### config.mk
export PLATFORM = sky130hd
export DESIGN_NAME = outlier_drain
export DESIGN_NICKNAME = d
export VERILOG_FILES = /design/src/rtl/outlier_drain.sv
export SDC_FILE = /design/constraint.sdc
export NUM_CORES = 1
export LEC_CHECK = 0
export ABC_AREA = 1
export CORE_MARGIN = 4
export CORE_UTILIZATION = 44
export CTS_BUF_LIST = sky130_fd_sc_hd__clkbuf_4
export DETAILED_ROUTE_END_ITERATION = 10
export PLACE_DENSITY = 0.73
export SETUP_SLACK_MARGIN = 0.05
export SYNTH_ARGS = -nofsm -noshare
export SYNTH_HDL_FRONTEND = slang
export SYNTH_SLANG_ARGS = --single-unit
### constraint.sdc
create_clock -name clock -period 7.7 [get_ports clock]
set_clock_uncertainty 0.05 [all_clocks]
set_input_delay 1.925 -clock clock [delete_from_list [all_inputs] [get_ports clock]]
set_output_delay 1.925 -clock clock [all_outputs]
set_load 0.01 [all_outputs]
### src/rtl/outlier_drain.sv
// outlier_drain: pops outlier indices from a 1-cycle-latency FIFO onto a valid/ready stream.
// Define OUTLIER_DRAIN_RANGE_CHECK_EN to filter indices >= point_cloud_size and expose range_err.
module outlier_drain #(
    parameter int unsigned N             = 16,
    parameter int unsigned SETTLE_CYCLES = 2
) (
    input  logic           clock,
    input  logic           reset,
    input  logic           ctrl_done,
    input  logic           fifo_empty,
    input  logic [N-1:0]   fifo_dout,
    output logic           fifo_rd_en,
    input  logic [2*N-1:0] point_cloud_size,
    output logic           m_valid,
    output logic [N-1:0]   m_data,
    input  logic           m_ready,
    output logic [2*N-1:0] outlier_count,
    output logic           drain_done
`ifdef OUTLIER_DRAIN_RANGE_CHECK_EN
    ,
    output logic           range_err
`endif
);

    localparam int unsigned CW = $clog2(SETTLE_CYCLES + 1) + 1;

    typedef enum logic [1:0] {
        ST_RUN,
        ST_SETTLE,
        ST_DONE
    } state_t;

    state_t         state_q, state_d;
    logic [CW-1:0]  settle_q, settle_d;
    logic           out_valid_q, out_valid_d;
    logic [N-1:0]   out_data_q, out_data_d;
    logic           skid_valid_q, skid_valid_d;
    logic [N-1:0]   skid_data_q, skid_data_d;
    logic           inflight_q, inflight_d;
    logic [2*N-1:0] count_q, count_d;

    logic           accept;
    logic           in_range;
    logic           ret_valid;
    logic           idle;
    logic           rd_en;
    logic [1:0]     occ_raw;
    logic [1:0]     occ_rd;

`ifdef OUTLIER_DRAIN_RANGE_CHECK_EN
    logic range_err_q, range_err_d;

    assign in_range    = ({{N{1'b0}}, fifo_dout} < point_cloud_size);
    assign range_err_d = range_err_q | (inflight_q & ~in_range);
    assign range_err   = range_err_q;

    always_ff @(posedge clock) begin
        if (reset) begin
            range_err_q <= 1'b0;
        end else begin
            range_err_q <= range_err_d;
        end
    end
`else
    logic unused_pcs;

    assign in_range   = 1'b1;
    assign unused_pcs = ^point_cloud_size;
`endif

    assign ret_valid = inflight_q && in_range;
    assign m_valid   = out_valid_q && (state_q != ST_DONE);
    assign accept    = m_valid && m_ready;

    // Read gating treats an OUT entry accepted this cycle as already free,
    // which is what sustains one index per cycle under continuous m_ready.
    assign occ_raw = 2'(out_valid_q) + 2'(skid_valid_q) + 2'(inflight_q);
    assign occ_rd  = 2'(out_valid_q && !accept) + 2'(skid_valid_q) + 2'(inflight_q);
    assign idle    = fifo_empty && (occ_raw == 2'd0);
    assign rd_en   = !reset && !fifo_empty && (occ_rd < 2'd2) && (state_q != ST_DONE);

    always_comb begin
        out_valid_d  = out_valid_q;
        out_data_d   = out_data_q;
        skid_valid_d = skid_valid_q;
        skid_data_d  = skid_data_q;
        inflight_d   = rd_en;
        count_d      = count_q;

        if (accept) begin
            if (count_q != '1) begin
                count_d = count_q + (2*N)'(1);
            end
            if (skid_valid_q) begin
                out_data_d   = skid_data_q;
                skid_valid_d = ret_valid;
                if (ret_valid) begin
                    skid_data_d = fifo_dout;
                end
            end else if (ret_valid) begin
                out_data_d = fifo_dout;
            end else begin
                out_valid_d = 1'b0;
            end
        end else if (ret_valid) begin
            if (!out_valid_q) begin
                out_valid_d = 1'b1;
                out_data_d  = fifo_dout;
            end else begin
                skid_valid_d = 1'b1;
                skid_data_d  = fifo_dout;
            end
        end
    end

    // The cycle in which ctrl_done is first seen idle counts toward the settle window.
    always_comb begin
        state_d  = state_q;
        settle_d = settle_q;

        case (state_q)
            ST_RUN: begin
                if (ctrl_done) begin
                    if (idle && (SETTLE_CYCLES <= 1)) begin
                        state_d = ST_DONE;
                    end else begin
                        state_d  = ST_SETTLE;
                        settle_d = idle ? CW'(SETTLE_CYCLES - 1) : CW'(SETTLE_CYCLES);
                    end
                end
            end
            ST_SETTLE: begin
                if (!ctrl_done) begin
                    state_d = ST_RUN;
                end else if (!idle) begin
                    settle_d = CW'(SETTLE_CYCLES);
                end else if (settle_q <= CW'(1)) begin
                    state_d = ST_DONE;
                end else begin
                    settle_d = settle_q - CW'(1);
                end
            end
            ST_DONE: begin
                state_d = ST_DONE;
            end
            default: begin
                state_d = ST_RUN;
            end
        endcase
    end

    always_ff @(posedge clock) begin
        if (reset) begin
            state_q      <= ST_RUN;
            settle_q     <= '0;
            out_valid_q  <= 1'b0;
            out_data_q   <= '0;
            skid_valid_q <= 1'b0;
            skid_data_q  <= '0;
            inflight_q   <= 1'b0;
            count_q      <= '0;
        end else begin
            state_q      <= state_d;
            settle_q     <= settle_d;
            out_valid_q  <= out_valid_d;
            out_data_q   <= out_data_d;
            skid_valid_q <= skid_valid_d;
            skid_data_q  <= skid_data_d;
            inflight_q   <= inflight_d;
            count_q      <= count_d;
        end
    end

    assign fifo_rd_en    = rd_en;
    assign m_data        = out_data_q;
    assign outlier_count = count_q;
    assign drain_done    = (state_q == ST_DONE);

endmodule

### Word level (Yosys, flattened, before mapping)

Cells that the tools add are included.
W data, S select, Z words.

| word-level totals | value |
|---|---|
| bits of input ports | 53 |
| output and inout port bits | 51 |
| register bits after elaboration | 72 |
| word-level logic and storage cells | 80 |

| operators by class | value |
|---|---|
| equality and inequality tests | 13 |
| add/subtract/negate cells | 6 |
| reduce and logical (&&, ||, !) cells | 23 |
| $lt $le $gt $ge | 2 |
| mux-type cells | 28 |

Operators by type and width:

| cell | count |
|---|---|
| $mux W16 | 9 |
| $add A32 B1 Y32 const B | 1 |
| $ne A32 B32 Y1 const B | 1 |
| $mux W3 | 4 |
| $ne A2 B2 Y1 const B | 6 |
| $reduce_and A3 Y1 | 4 |
| $mux W2 | 5 |
| $ne A3 B3 Y1 const B | 3 |
| $mux W1 | 8 |
| $reduce_bool A2 Y1 | 4 |
| $logic_and A1 B1 Y1 | 7 |
| $pmux W2 S3 | 1 |
| $pmux W3 S2 | 1 |
| $add A1 B1 Y2 | 2 |
| $add A2 B1 Y2 | 2 |
| $logic_not A2 Y1 | 2 |
| $reduce_and A2 Y1 | 2 |
| $reduce_and A4 Y1 | 1 |
| $le A3 B1 Y1 const B | 1 |
| $logic_not A1 Y1 | 3 |
| $sub A3 B1 Y3 const B | 1 |
| $eq A2 B1 Y1 const B | 1 |
| $eq A2 B2 Y1 const B | 1 |
| $lt A2 B2 Y1 const B | 1 |
| $ne A2 B1 Y1 const B | 1 |

### Depth between registers and ports, before layout

Gate-level depths: netlist of the first run.

| logic depth | value |
|---|---|
| depth after elaboration | 10 |
| depth in mapped cells | 11 |
| mapped depth without buffers | 10 |

### Least setup slack after synthesis of the first run

Ideal clock, no wire load.

| path | value |
|---|---|
| path type | input port to output port |
| start point | in m_ready |
| end point | out fifo_rd_en |
| stages | 7 |
| arrival time | 3581 ps |
| path slack | 2144 ps |
| buffers on the path | 2 |
| cells stage by stage | nand3_1 -> buf_2 -> nand2_2 -> buf_2 -> inv_1 -> ha_1 -> a2111oi_0 |

| on the way | value |
|---|---|
| longest elaborated chain between the ends | 8 |

RTL lines:

| item | RTL line | text |
|---|---|---|
| start: declaration | 16 | `input logic m_ready,` |
| $logic_and A1 B1 Y1 | 73 | `assign accept = m_valid && m_ready;` |
| $logic_not A1 Y1 | 78 | `assign occ_rd = 2'(out_valid_q && !accept) + 2'(skid_valid_q) + 2'(inflight_q);` |
| $logic_and A1 B1 Y1 | 78 |  |
| $add A1 B1 Y2 | 78 |  |
| $add A2 B1 Y2 | 78 |  |
| $lt A2 B2 Y1 | 80 | `assign rd_en = !reset && !fifo_empty && (occ_rd < 2'd2) && (state_q != ST_DONE);` |
| $logic_and A1 B1 Y1 (2 in series) | 80 |  |
| end: declaration | 12 | `output logic fifo_rd_en,` |

No other way between the ends.

### Worst setup path after layout of the first run

Same ends and word-level chain as after synthesis.

==> results_dict.tcl, run 1 <==
set metrics [dict create \
    crit_path_max_fanout 21 \
    drc 0 \
    grt_max_degree 41 \
    post_cts_buffers 0 \
    placed_cell_area_sq_um 4640 \
    cts_hold_buf 0 \
    avgSynthCellArea_sq_um 6.60 \
    totalWireLength_mm 9.72 \
    finalHoldViolations 0 \
    first_iter_violations 159 \
    p_leak_nw 1.75 \
    path_class "input port to primary output" \
    num-nets-final 714 \
    numCtsBuffers 9 \
    rsz0062_at_grt "false" \
    die_w_um 102 \
    wire_per_inst_um 12.7 \
    cts-root-buf "clkbuf_4" \
    synth_nets 652 \
    cts_tree "yes" \
    tightest_slew_ns 0.855 \
    routed_via_density 5.12 \
    drive_gt1_share_pct 8.33 \
    hp-class "flop to flop" \
    ys_ff_latch 72 \
    clk_latency_ns 0.41 \
    status "finished, final reports clean" \
    final_cell_area_sq_um 4770 \
    max-vdd-ir-drop_uv 85.7 \
    fp.dieH_um 102 \
    clkSinkCount 72 \
    netlist_top_cells_area "dfxtp_1 (37%), nand2_1 (17%), nor2_1 (11%)" \
    period_needed_ns 6.60 \
    finalSetupTns_ns 0 \
    setup_viol_count_final 0 \
    drv_cap 0 \
    syn_area_sq_um 3910 \
    dieArea_sq_um 10500 \
    ant_nets 0 \
    grt_pass1_wl_mm 16.2 \
    gp_congestion 0.940 \
    synth_area_leader_cell "dfxtp_1" \
    antenna_found_initial 0 \
    worstPathRequired_ns 5.73 \
    cp.arrival_ns 4.63 \
    ctsLongestPathBuffers 2 \
    netlist-cell-type-count 29 \
    core_area_sq_um 8680 \
    layout_commonest_cell "nand2_1" \
    syn2layout_area_growth_pct 22.0 \
    htree_levels 3 \
    cp-end-kind "primary output" \
    grt_pass1_vias 3601 \
    clk_pin_slew_ns 0.12 \
    portBuffers 71 \
    fin_crit_sh_pct 85.8 \
    vias 3934 \
    slew_violations 0 \
    max_freq_mhz 151 \
    overflow 0 \
    start_kind "input port" \
    hpwl_mm 6.94 \
    relSlewSlack_pct 43.0 \
    rows 34 \
    synthCells 593 \
    final_cell_mix "nand2_1 (178), nor2_1 (113), dfxtp_1 (72)" \
    power_density_nw_per_um2 155 \
    track_usage_pct 18.9 \
    initial_utilization_pct 45.1 \
    synth_top_area_share_pct 36.9 \
    synth_seq_area_share_pct 36.9 \
    cts_resized 0 \
    antennaDiodeCount 0 \
    io_pins 104 \
    firstDrtPassIters 5 \
    synth_warnings 0 \
]
==> cells in the mapped netlist <==
cell	number
nor2_2	5
buf_4	2
a21oi_1	27
nand2_8	1
nand2_4	2
clkbuf_1	10
inv_2	3
a21oi_2	20
buf_1	1
dfxtp_1	72
xnor2_1	6
ha_1	5
a2111oi_0	2
nand2_2	3
o21bai_1	1
xor2_1	9
nand4_1	6
a31oi_1	1
nor3_1	21
nand3_1	16
inv_1	38
nor2_8	1
nor2_4	1
o21ai_0	38
nand2_1	178
fa_1	1
buf_6	4
buf_2	6
nor2_1	113
==> kinds of logic (layout without fill, tap and decap cells) <==
group	count (synthesis)	count (layout)	synth area share (%)
AO/OA/AOI/OAI	89	89	13.6
buffers and inverters	64	131	7.29
flip-flops	72	72	36.9
AND/OR/NAND/NOR	347	347	36.8
XOR/XNOR	15	15	3.36
adder cells (fa/ha/maj)	6	6	2.11
==> power breakdown <==
group | internal, W | switching (W) | total (W) | leakage (nW)
clock network | 0.0000964 | 0.000141 | 0.000238 | 0.0769
registers | 0.000387 | 0.00000946 | 0.000396 | 0.583
logic | 0.0000443 | 0.0000634 | 0.000108 | 1.09
total | 0.000527 | 0.000214 | 0.000741 | 1.75
==> critical path, stage by stage <==
cell and delay [ns]:
clkdlybuf4s50_1 0.46, nand3_1 0.07, buf_4 0.22, nand2_2 0.32, inv_1 0.08, ha_1 0.29, a2111oi_0 0.60, clkdlybuf4s50_1 0.66
==> layer usage <==
layer / GRT usage, % / up-vias / share of wire (%)
met5: 0 / - / 0
met4: 7.06 / 0 / 2.0
met3: 3.14 / 21 / 6.6
met2: 31.9 / 139 / 47
met1: 24.3 / 1765 / 44
li1: - / 2009 / -
==> flip-flops by register name, summed over array words and instances, names as in the netlist <==
name,flops
inflight_q,1
m_data,16
out_valid_q,1
outlier_count,32
settle_q,3
skid_data_q,16
skid_valid_q,1
state_q,2
==> final timing paths <==
path                       start        endpoint  slack (ns)  cells past startpoint
setup / recovery         m_ready      fifo_rd_en        1.10                      8
setup reg to reg      state_q[0]       m_data[4]        5.18                      9
hold reg to reg   skid_data_q[5]  skid_data_q[5]        0.44                      2
hold / removal    skid_data_q[5]  skid_data_q[5]        0.44                      2
==> final cells by class <==
| class | instances | area [sq um] |
|---|---|---|
| flip-flops and latches | 72 | 1440 |
| repair buffers | 74 | 728 |
| fillers | 869 | 3910 |
| well taps | 108 | 135 |
| multi-input cells | 457 | 2180 |
| inverters | 41 | 154 |
| clock inverters | 7 | 62.6 |
| clock buffers | 9 | 67.6 |
==> per-stage QoR <==
stage / total power [W] / worst slack (ns) / util, % / std cells / hold slack (ns)
global route: 0.000776 / 0.924 / 55.0 / 768 / 0.475
global placement: 0.000509 / 1.12 / 53.5 / 752 / 0.414
floorplan: 0.000473 / 2.14 / - / 593 / 0.405
CTS: 0.000744 / 1.14 / 55.0 / 768 / 0.448
finish: 0.000741 / 1.10 / 55.0 / 768 / 0.444
detailed placement: 0.000512 / 1.17 / 53.5 / 752 / 0.424
No activity file was read; power rests on OpenSTA's default activity.
==> inputs of run 2 (changes only) <==
--- a/config.mk
+++ b/config.mk
@@ -6,6 +6,7 @@
 export NUM_CORES = 1
 export LEC_CHECK = 0
 export ABC_AREA = 1
+export CAP_MARGIN = 20
 export CORE_MARGIN = 4
 export CORE_UTILIZATION = 44
 export CTS_BUF_LIST = sky130_fd_sc_hd__clkbuf_4
==> results of run 2 <==
Same layout as run 1: the final DEF is identical, and so are final timing and power.
